===== config.mk =====
export PLATFORM = sky130hd
export DESIGN_NAME = mux_scan_sequencer
export DESIGN_NICKNAME = d
export VERILOG_FILES = /design/src/rtl/mux_scan_sequencer.sv
export SDC_FILE = /design/constraint.sdc
export NUM_CORES = 1
export LEC_CHECK = 0
export CORE_ASPECT_RATIO = 0.6
export CORE_UTILIZATION = 30
export DETAILED_ROUTE_END_ITERATION = 10
export GPL_ROUTABILITY_DRIVEN = 0
export GPL_TIMING_DRIVEN = 0
export PLACE_DENSITY_LB_ADDON = 0.08
export SETUP_SLACK_MARGIN = 0.4
export SLEW_MARGIN = 5
export SYNTH_ARGS = -nofsm -noshare
export SYNTH_HDL_FRONTEND = slang
export SYNTH_SLANG_ARGS = --single-unit

===== constraint.sdc =====
create_clock -name CLK -period 4.15 [get_ports CLK]
set_input_delay 1.245 -clock CLK [delete_from_list [all_inputs] [get_ports CLK]]
set_output_delay 1.245 -clock CLK [all_outputs]
set_load 0.1 [all_outputs]

===== src/rtl/mux_scan_sequencer.sv =====
// rtl/mux_scan_sequencer.sv - scan sequencer driving 4:1 mux selects and capturing F per channel
// Walks enabled channels in ascending order, dwells DWELL cycles on each, then samples F.
module mux_scan_sequencer #(
  parameter int unsigned DWELL = 2,
  parameter int unsigned CNT_W = 8
) (
  input  logic       CLK,
  input  logic       RST_N,
  input  logic       START,
  input  logic [3:0] EN_MASK,
  input  logic       F,
  output logic       S1,
  output logic       S2,
  output logic       BUSY,
  output logic       DONE,
  output logic [3:0] SAMPLES
);

  typedef enum logic [1:0] {
    IDLE    = 2'd0,
    SETTLE  = 2'd1,
    CAPTURE = 2'd2,
    FINISH  = 2'd3
  } state_t;

  localparam logic [CNT_W-1:0] DWELL_M1 = CNT_W'(DWELL - 1);
  localparam logic [CNT_W-1:0] CNT_ONE  = CNT_W'(1);

  state_t           state_q;
  logic [1:0]       sel_q;
  logic [3:0]       mask_q;
  logic [CNT_W-1:0] cnt_q;
  logic             busy_q;
  logic             done_q;
  logic [3:0]       samples_q;

  logic [1:0]       first_idx;
  logic [1:0]       next_idx;
  logic             has_next;

  // Descending loops so the last hit is the lowest qualifying index.
  always_comb begin
    first_idx = 2'd0;
    for (int i = 3; i >= 0; i--) begin
      if (EN_MASK[i]) first_idx = 2'(i);
    end
    has_next = 1'b0;
    next_idx = sel_q;
    for (int i = 3; i >= 0; i--) begin
      if (mask_q[i] && (i > int'(sel_q))) begin
        has_next = 1'b1;
        next_idx = 2'(i);
      end
    end
  end

  always_ff @(posedge CLK or negedge RST_N) begin
    if (!RST_N) begin
      state_q   <= IDLE;
      sel_q     <= 2'd0;
      mask_q    <= 4'd0;
      cnt_q     <= '0;
      busy_q    <= 1'b0;
      done_q    <= 1'b0;
      samples_q <= 4'd0;
    end else begin
      done_q <= 1'b0;
      case (state_q)
        IDLE: begin
          if (START) begin
            mask_q    <= EN_MASK;
            samples_q <= 4'd0;
            if (EN_MASK != 4'd0) begin
              sel_q   <= first_idx;
              cnt_q   <= DWELL_M1;
              busy_q  <= 1'b1;
              state_q <= SETTLE;
            end else begin
              done_q  <= 1'b1;
              state_q <= FINISH;
            end
          end
        end
        SETTLE: begin
          if (cnt_q == '0) state_q <= CAPTURE;
          else             cnt_q   <= cnt_q - CNT_ONE;
        end
        CAPTURE: begin
          samples_q[sel_q] <= F;
          // Selects advance on this same edge so the next channel gets the full dwell.
          if (has_next) begin
            sel_q   <= next_idx;
            cnt_q   <= DWELL_M1;
            state_q <= SETTLE;
          end else begin
            busy_q  <= 1'b0;
            done_q  <= 1'b1;
            state_q <= FINISH;
          end
        end
        FINISH: begin
          state_q <= IDLE;
        end
        default: begin
          state_q <= IDLE;
        end
      endcase
    end
  end

  assign S1      = sel_q[1];
  assign S2      = sel_q[0];
  assign BUSY    = busy_q;
  assign DONE    = done_q;
  assign SAMPLES = samples_q;

endmodule


==> results.md, run 1 <==
- DRC violations left: 0
- Synth area leaders: dfrtp_1 (45%), a21oi_1 (3.9%), mux2_2 (3.9%)
- Hold path start: SAMPLES[2]
- Starting Density: 31.42%
- Pleak: 0.0005714 uW
- Port Buffer Count: 15
- Post-Synth XOR/XNOR Area: 0%
- Final worst clock skew: 0.001732 ns
- Vias in the first global route: 919
- Seq cells post-synth: 21
- Hold path cells: 1
- Yosys cell types: 43
- Maximum VDD drop: 0.4640 mV
- Total Power: 1226 uW
- Sequential-to-total area share from yosys stat: 45.45%
- RR Endpoint: cnt_q[4]
- Fin util: 38.32%
- Startpoint types: input port
- Worst EP arrival: 3.29 ns
- Synth async-reset ratio: 100.0%
- Crit path capture type: register
- Routed vias/inst: 5.309
- Slowest-stage cell, CP: a31oi_1
- Antenna viol nets, final: 0
- Root Driver: clkbuf_8
- Max Cap Viol: 0
- Power density cells: 869.4 nW/um^2
- Clk buf depth: 2
- Cell family with the largest share of critical-path delay: simple AND/OR/NAND/NOR gates
- Post-DP HPWL: 2006 microns
- Slew Viols, Final: 0
- WP buf/inv: 1
- # rows: 17
- Placed Area: 1365 sq um
- Fin Setup TNS: 0 ns
- Final Non-Filler Cells: 178
- CTS tree: done
- Final hold violations: 0
- First-pass GRT wire length: 4692 microns
- Initial DRC count: 58
- # setup viols final: 0
- Share of cells above drive strength 1: 14.50%
- Mux contribution to synthesized area: 6.494%
- EDFF count, synth: 0
- Post-CTS Repair Setup Buffers: 0
- Commonest non-fill, non-tap cell in the layout: dfrtp_1
- Worst hold endpoint: SAMPLES[2]
- Mean Syn Cell Area: 10.32 sq um
- Core area: 3680 sq um
- RR Startpoint: cnt_q[4]
- Final min period: 3.172 ns
- Yosys warns: 0
- Compound-gate portion of the synthesized area: 22.84%
- CTS H-tree lvls: 1
- Post-cts resize count: 0
- Design Area, Final: 1410 sq um
- Largest net degree at the start of global routing: 22
- Adder-Cell Fraction of Synth Area: 2.165%
- Required time of the critical path: 4.27 ns
- Drt pass-1 iters: 4
- Clk_lat worst skew: 0.26 ns
- Antenna Cells: 0
- Vias after detailed routing: 945
- # hold bufs at CTS: 0
- Die X: 82.14 microns
- Cell Count Post-Placement: 174
- Rel. slew slack: 32.36%
- Fin crit share: 76.43%
- Fmax: 315.3 MHz
- Worst Path Class, Setup: in -> reg
- Clock Sinks: 21
- Status: complete, no violations
- Nets: 142
- CP max stage delay: 0.64 ns
- Commonest cells after routing, fill and taps aside: dfrtp_1 (21), clkdlybuf4s50_1 (15), a21oi_1 (9)
- Syn Nets: 122
- Main combinational cell family by area after synthesis: compound AO/OA/AOI/OAI gates
- Max Fanout on Critical Path: 9
- R2r setup slk: 2.02 ns
- Wire length per cell: 15.46 microns
- Synth Cell Area: 1156 sq um
- Die area: 4114 sq um
- Die Y-Extent: 50.09 microns
- Slew @ Worst Pin: 1.011 ns
- Syn-to-layout area delta: 21.97%
- Register-to-Register Path Depth: 4
- Syn Inst Count: 112
- GRT Overall Usage: 15.51%
- Primary FF master, synth: dfrtp_1
- Hold Path Class: reg -> reg
- Unrepaired setup endpoints after global routing: no
- Crit path cell chain: clkdlybuf4s50_1, or4_1, a31oi_1, or4_2, a21oi_1
- Worst-path clk slew: 0.08 ns
- Drt total wl: 2752 microns
- I/O Pins: 16
- Overflow after GRT: 0
- Synth top area share: 45.45%
- TritonCTS buffer count: 3
- Initial antenna violation count: 0
- Post-Synth Simple-Gate Area: 19.70%
- Post-synth top area cell: dfrtp_1
==> through the flow <==
| stage | hold slack (ns) | worst slack [ns] |
|---|---|---|
| 2_1_floorplan | 0.4965 | 1.509 |
| 3_3_place_gp | 0.4830 | 0.7433 |
| 3_5_place_dp | 0.4902 | 0.7365 |
| 4_1_cts | 0.5088 | 0.9835 |
| 5_1_grt | 0.5234 | 0.8264 |
| 6_report | 0.5029 | 0.9782 |
==> flip-flops by register name, summed over array words and instances (netlist names) <==
| signal | flops |
|---|---|
| BUSY | 1 |
| DONE | 1 |
| SAMPLES | 4 |
| cnt_q | 8 |
| mask_q | 3 |
| sel_q | 2 |
| state_q | 2 |
==> report_power, final <==
part	switching [uW]	leakage (uW)	internal, uW
logic	474	0.000282	247
registers	81.5	0.000267	290
clock network	65.3	0.0000228	68.3
total	621	0.000571	605
==> metal layers <==
metal / global-route usage, % / part of all wire, % / vias up
li1: - / - / 467
met1: 24.72 / 58 / 446
met2: 19.70 / 37 / 28
met3: 5.000 / 5.1 / 4
met4: 2.632 / 0.69 / 0
met5: 0 / 0 / -
==> cell usage after synthesis, types with 2 or more instances <==
| cell | number |
|---|---|
| nor2_1 | 8 |
| nand2_1 | 4 |
| dfrtp_1 | 21 |
| a21oi_1 | 9 |
| inv_1 | 6 |
| ha_1 | 2 |
| a22o_1 | 2 |
| nor2b_1 | 4 |
| o41ai_1 | 2 |
| clkbuf_1 | 3 |
| or4_1 | 3 |
| nand4b_1 | 3 |
| mux2_2 | 4 |
| mux2i_1 | 3 |
| nor3b_1 | 2 |
| nor3_1 | 2 |
| or4_2 | 2 |
| o31ai_1 | 3 |
| o21ai_0 | 4 |
| or3_1 | 2 |
==> kinds of logic after synthesis <==
kind of cell,after synthesis
adders and majority gates,2
buffers and inverters,10
AOI/OAI and AO/OA,35
muxes,7
DFF,21
and+or+nand+nor,37
==> area by class of cell <==
cell class / count / area, sq um
tap: 47 / 58.81
buffer: 4 / 16.27
multi-input combinational: 81 / 591.8
fill: 362 / 2270
clock buffer: 4 / 45.04
inverter: 6 / 22.52
sequential: 21 / 525.5
timing repair buffer: 15 / 150.1
==> worst max path at each step <==
stage | slack (ns) | end | from | cells past startpoint
2_1_floorplan | 1.51 | cnt_q[4] | EN_MASK[0] | 4
3_3_place_gp | 0.74 | cnt_q[4] | EN_MASK[1] | 5
3_5_place_dp | 0.74 | cnt_q[4] | EN_MASK[1] | 5
4_1_cts | 0.98 | cnt_q[4] | EN_MASK[1] | 5
5_1_grt | 0.83 | cnt_q[2] | EN_MASK[1] | 5
6_report | 0.98 | cnt_q[4] | EN_MASK[1] | 5
(Power assumes the default switching activity.)
==> run 2, diff against run 1 <==
==> constraint.sdc (replaced) <==
create_clock -name CLK -period 2.75 [get_ports CLK]
set_input_delay 0.825 -clock CLK [delete_from_list [all_inputs] [get_ports CLK]]
set_output_delay 0.825 -clock CLK [all_outputs]
set_load 0.1 [all_outputs]
==> run 2 against run 1 <==
Against the previous run:
- combinational power increased by 61%
- highest routed layer unchanged
- first-iteration DRC count decreased by 10%
- setup slack got worse by 0.54 ns
- largest cell class unchanged
- wire length increased by 8.1%
- clock-buffer cell count unchanged
==> results.md, run 2 (synthesis gave the netlist of run 1 again) <==
- RR Startpoint: state_q[0]
- Port Buffer Count: 15
- Clk_lat worst skew: 0.26 ns
- Final hold slack: 0.4983 ns
- Slew @ Worst Pin: 1.015 ns
- DRC violations left: 0
- Worst EP arrival: 2.46 ns
- Register-to-Register Path Depth: 6
- Largest net degree at the start of global routing: 22
- Syn-to-layout area delta: 29.11%
- Post-DP HPWL: 2008 microns
- Vias after detailed routing: 992
- Antenna Cells: 0
- Fin util: 40.56%
- Biggest register: cnt_q
- Final hold violations: 0
- Die Y-Extent: 50.09 microns
- Rel. slew slack: 32.10%
- Status: complete, no violations
- Final min period: 2.307 ns
- CTS H-tree lvls: 1
- # rows: 17
- CTS tree: done
- Cell Count Post-Placement: 174
- Die area: 4114 sq um
- Die X: 82.14 microns
- Hold path cells: 1
- First-pass GRT wire length: 4671 microns
- Vias in the first global route: 957
- Drt total wl: 2975 microns
- Core area: 3680 sq um
- Setup crit end: mask_q[1]
- Initial DRC count: 52
- Share of cells above drive strength 1: 22.06%
- GRT Overall Usage: 15.86%
- Commonest non-fill, non-tap cell in the layout: dfrtp_1
- # setup viols final: 0
- Power density cells: 1293 nW/um^2
- Fin Setup TNS: 0 ns
- I/O Pins: 16
- Worst-path clk slew: 0.08 ns
- Antenna viol nets, final: 0
- Clk buf depth: 2
- Drt pass-1 iters: 4
- Worst Path Class, Setup: in -> reg
- Nets: 147
- Overflow after GRT: 0
- Initial antenna violation count: 0
- Max reg flops: 8
- TritonCTS buffer count: 3
- Root Driver: clkbuf_8
- Startpoint types: input port
- Wire length per cell: 16.26 microns
- Hold Path Class: reg -> reg
- Fin crit share: 83.91%
- Max Cap Viol: 0
- Maximum VDD drop: 0.5464 mV
- Commonest cells after routing, fill and taps aside: dfrtp_1 (20), a21oi_1 (9), nor2_1 (8)
- Pleak: 0.0006427 uW
- Slew Viols, Final: 0
- R2r setup slk: 0.66 ns
- Starting Density: 31.42%
- Crit path capture type: register
- Max Fanout on Critical Path: 7
- RR Endpoint: cnt_q[0]
- Clock Sinks: 21
- Required time of the critical path: 2.91 ns
- Routed vias/inst: 5.421
- Fmax: 433.4 MHz
- Unrepaired setup endpoints after global routing: yes
- Crit path launch: START
- Final worst clock skew: 0.002509 ns
- Final Non-Filler Cells: 183
run 2: cell count changes in the layout (fill, tap and decap cells not counted), sizes merged:
cell           change
clkdlybuf4s50     -12
buf                +4
clkdlybuf4s15      +4
dlygate4sd2        +3
dlymetal6s2s       +3
clkbuf             +2
a31oi              +1
run 2: worst max-delay path: stages:
cell and delay [ns]:
clkdlybuf4s50_1 0.71, and3_1 0.21, clkbuf_1 0.34, mux2_2 0.38
run 2: worst min path at each step:
stage               start          to  slack (ns)
2_1_floorplan   mask_q[3]   mask_q[3]        0.50
3_3_place_gp   SAMPLES[1]  SAMPLES[1]        0.48
5_1_grt        SAMPLES[1]  SAMPLES[1]        0.54
4_1_cts        SAMPLES[2]  SAMPLES[2]        0.50
3_5_place_dp   SAMPLES[2]  SAMPLES[2]        0.49
6_report       SAMPLES[1]  SAMPLES[1]        0.50
run 2: per-layer routing:
layer / vias to the layer above / wire length [microns] / global-route usage (%)
li1: 478 / - / -
met1: 490 / 1637 / 24.20
met2: 20 / 1181 / 21.21
met3: 4 / 141 / 5.000
met4: 0 / 15 / 3.509
met5: - / 0 / 0
run 2: report_power, final:
part | total, uW | leakage (uW) | internal [uW] | switching, uW
combinational | 1160 | 0.000354 | 398 | 759
clock | 210 | 0.0000228 | 103 | 106
sequential | 563 | 0.000266 | 438 | 124
run 2: per-stage QoR:
| step | setup slack, ns | instance area (sq um) | power (uW) |
|---|---|---|---|
| detailed placement | -0.2307 | 1366 | 1648 |
| finish | 0.4425 | 1493 | 1929 |
| global placement | -0.2259 | 1366 | 1635 |
| global route | 0.3743 | 1493 | 2059 |
| floorplan | 0.4151 | 1157 | 1384 |
| CTS | 0.3297 | 1445 | 1870 |
run 2: cell type report:
class | instances | area [sq um]
Buffer | 4 | 16.27
Clock buffer | 4 | 45.04
Fill cell | 357 | 2187
Inverter | 6 | 22.52
Multi-Input combinational cell | 82 | 648.1
Sequential cell | 21 | 526.8
Tap cell | 47 | 58.81
Timing Repair Buffer | 19 | 175.2
run 2: what timing repair did:
| action | in CTS | in global routing |
|---|---|---|
| pin swaps | 2 | 2 |
| cloned | 0 | 1 |
| endpoints found under the setup margin | 17 | 14 |
| hold buffers | 0 | 0 |
| setup buffers | 1 | 3 |
| gates resized for setup | 16 | 11 |
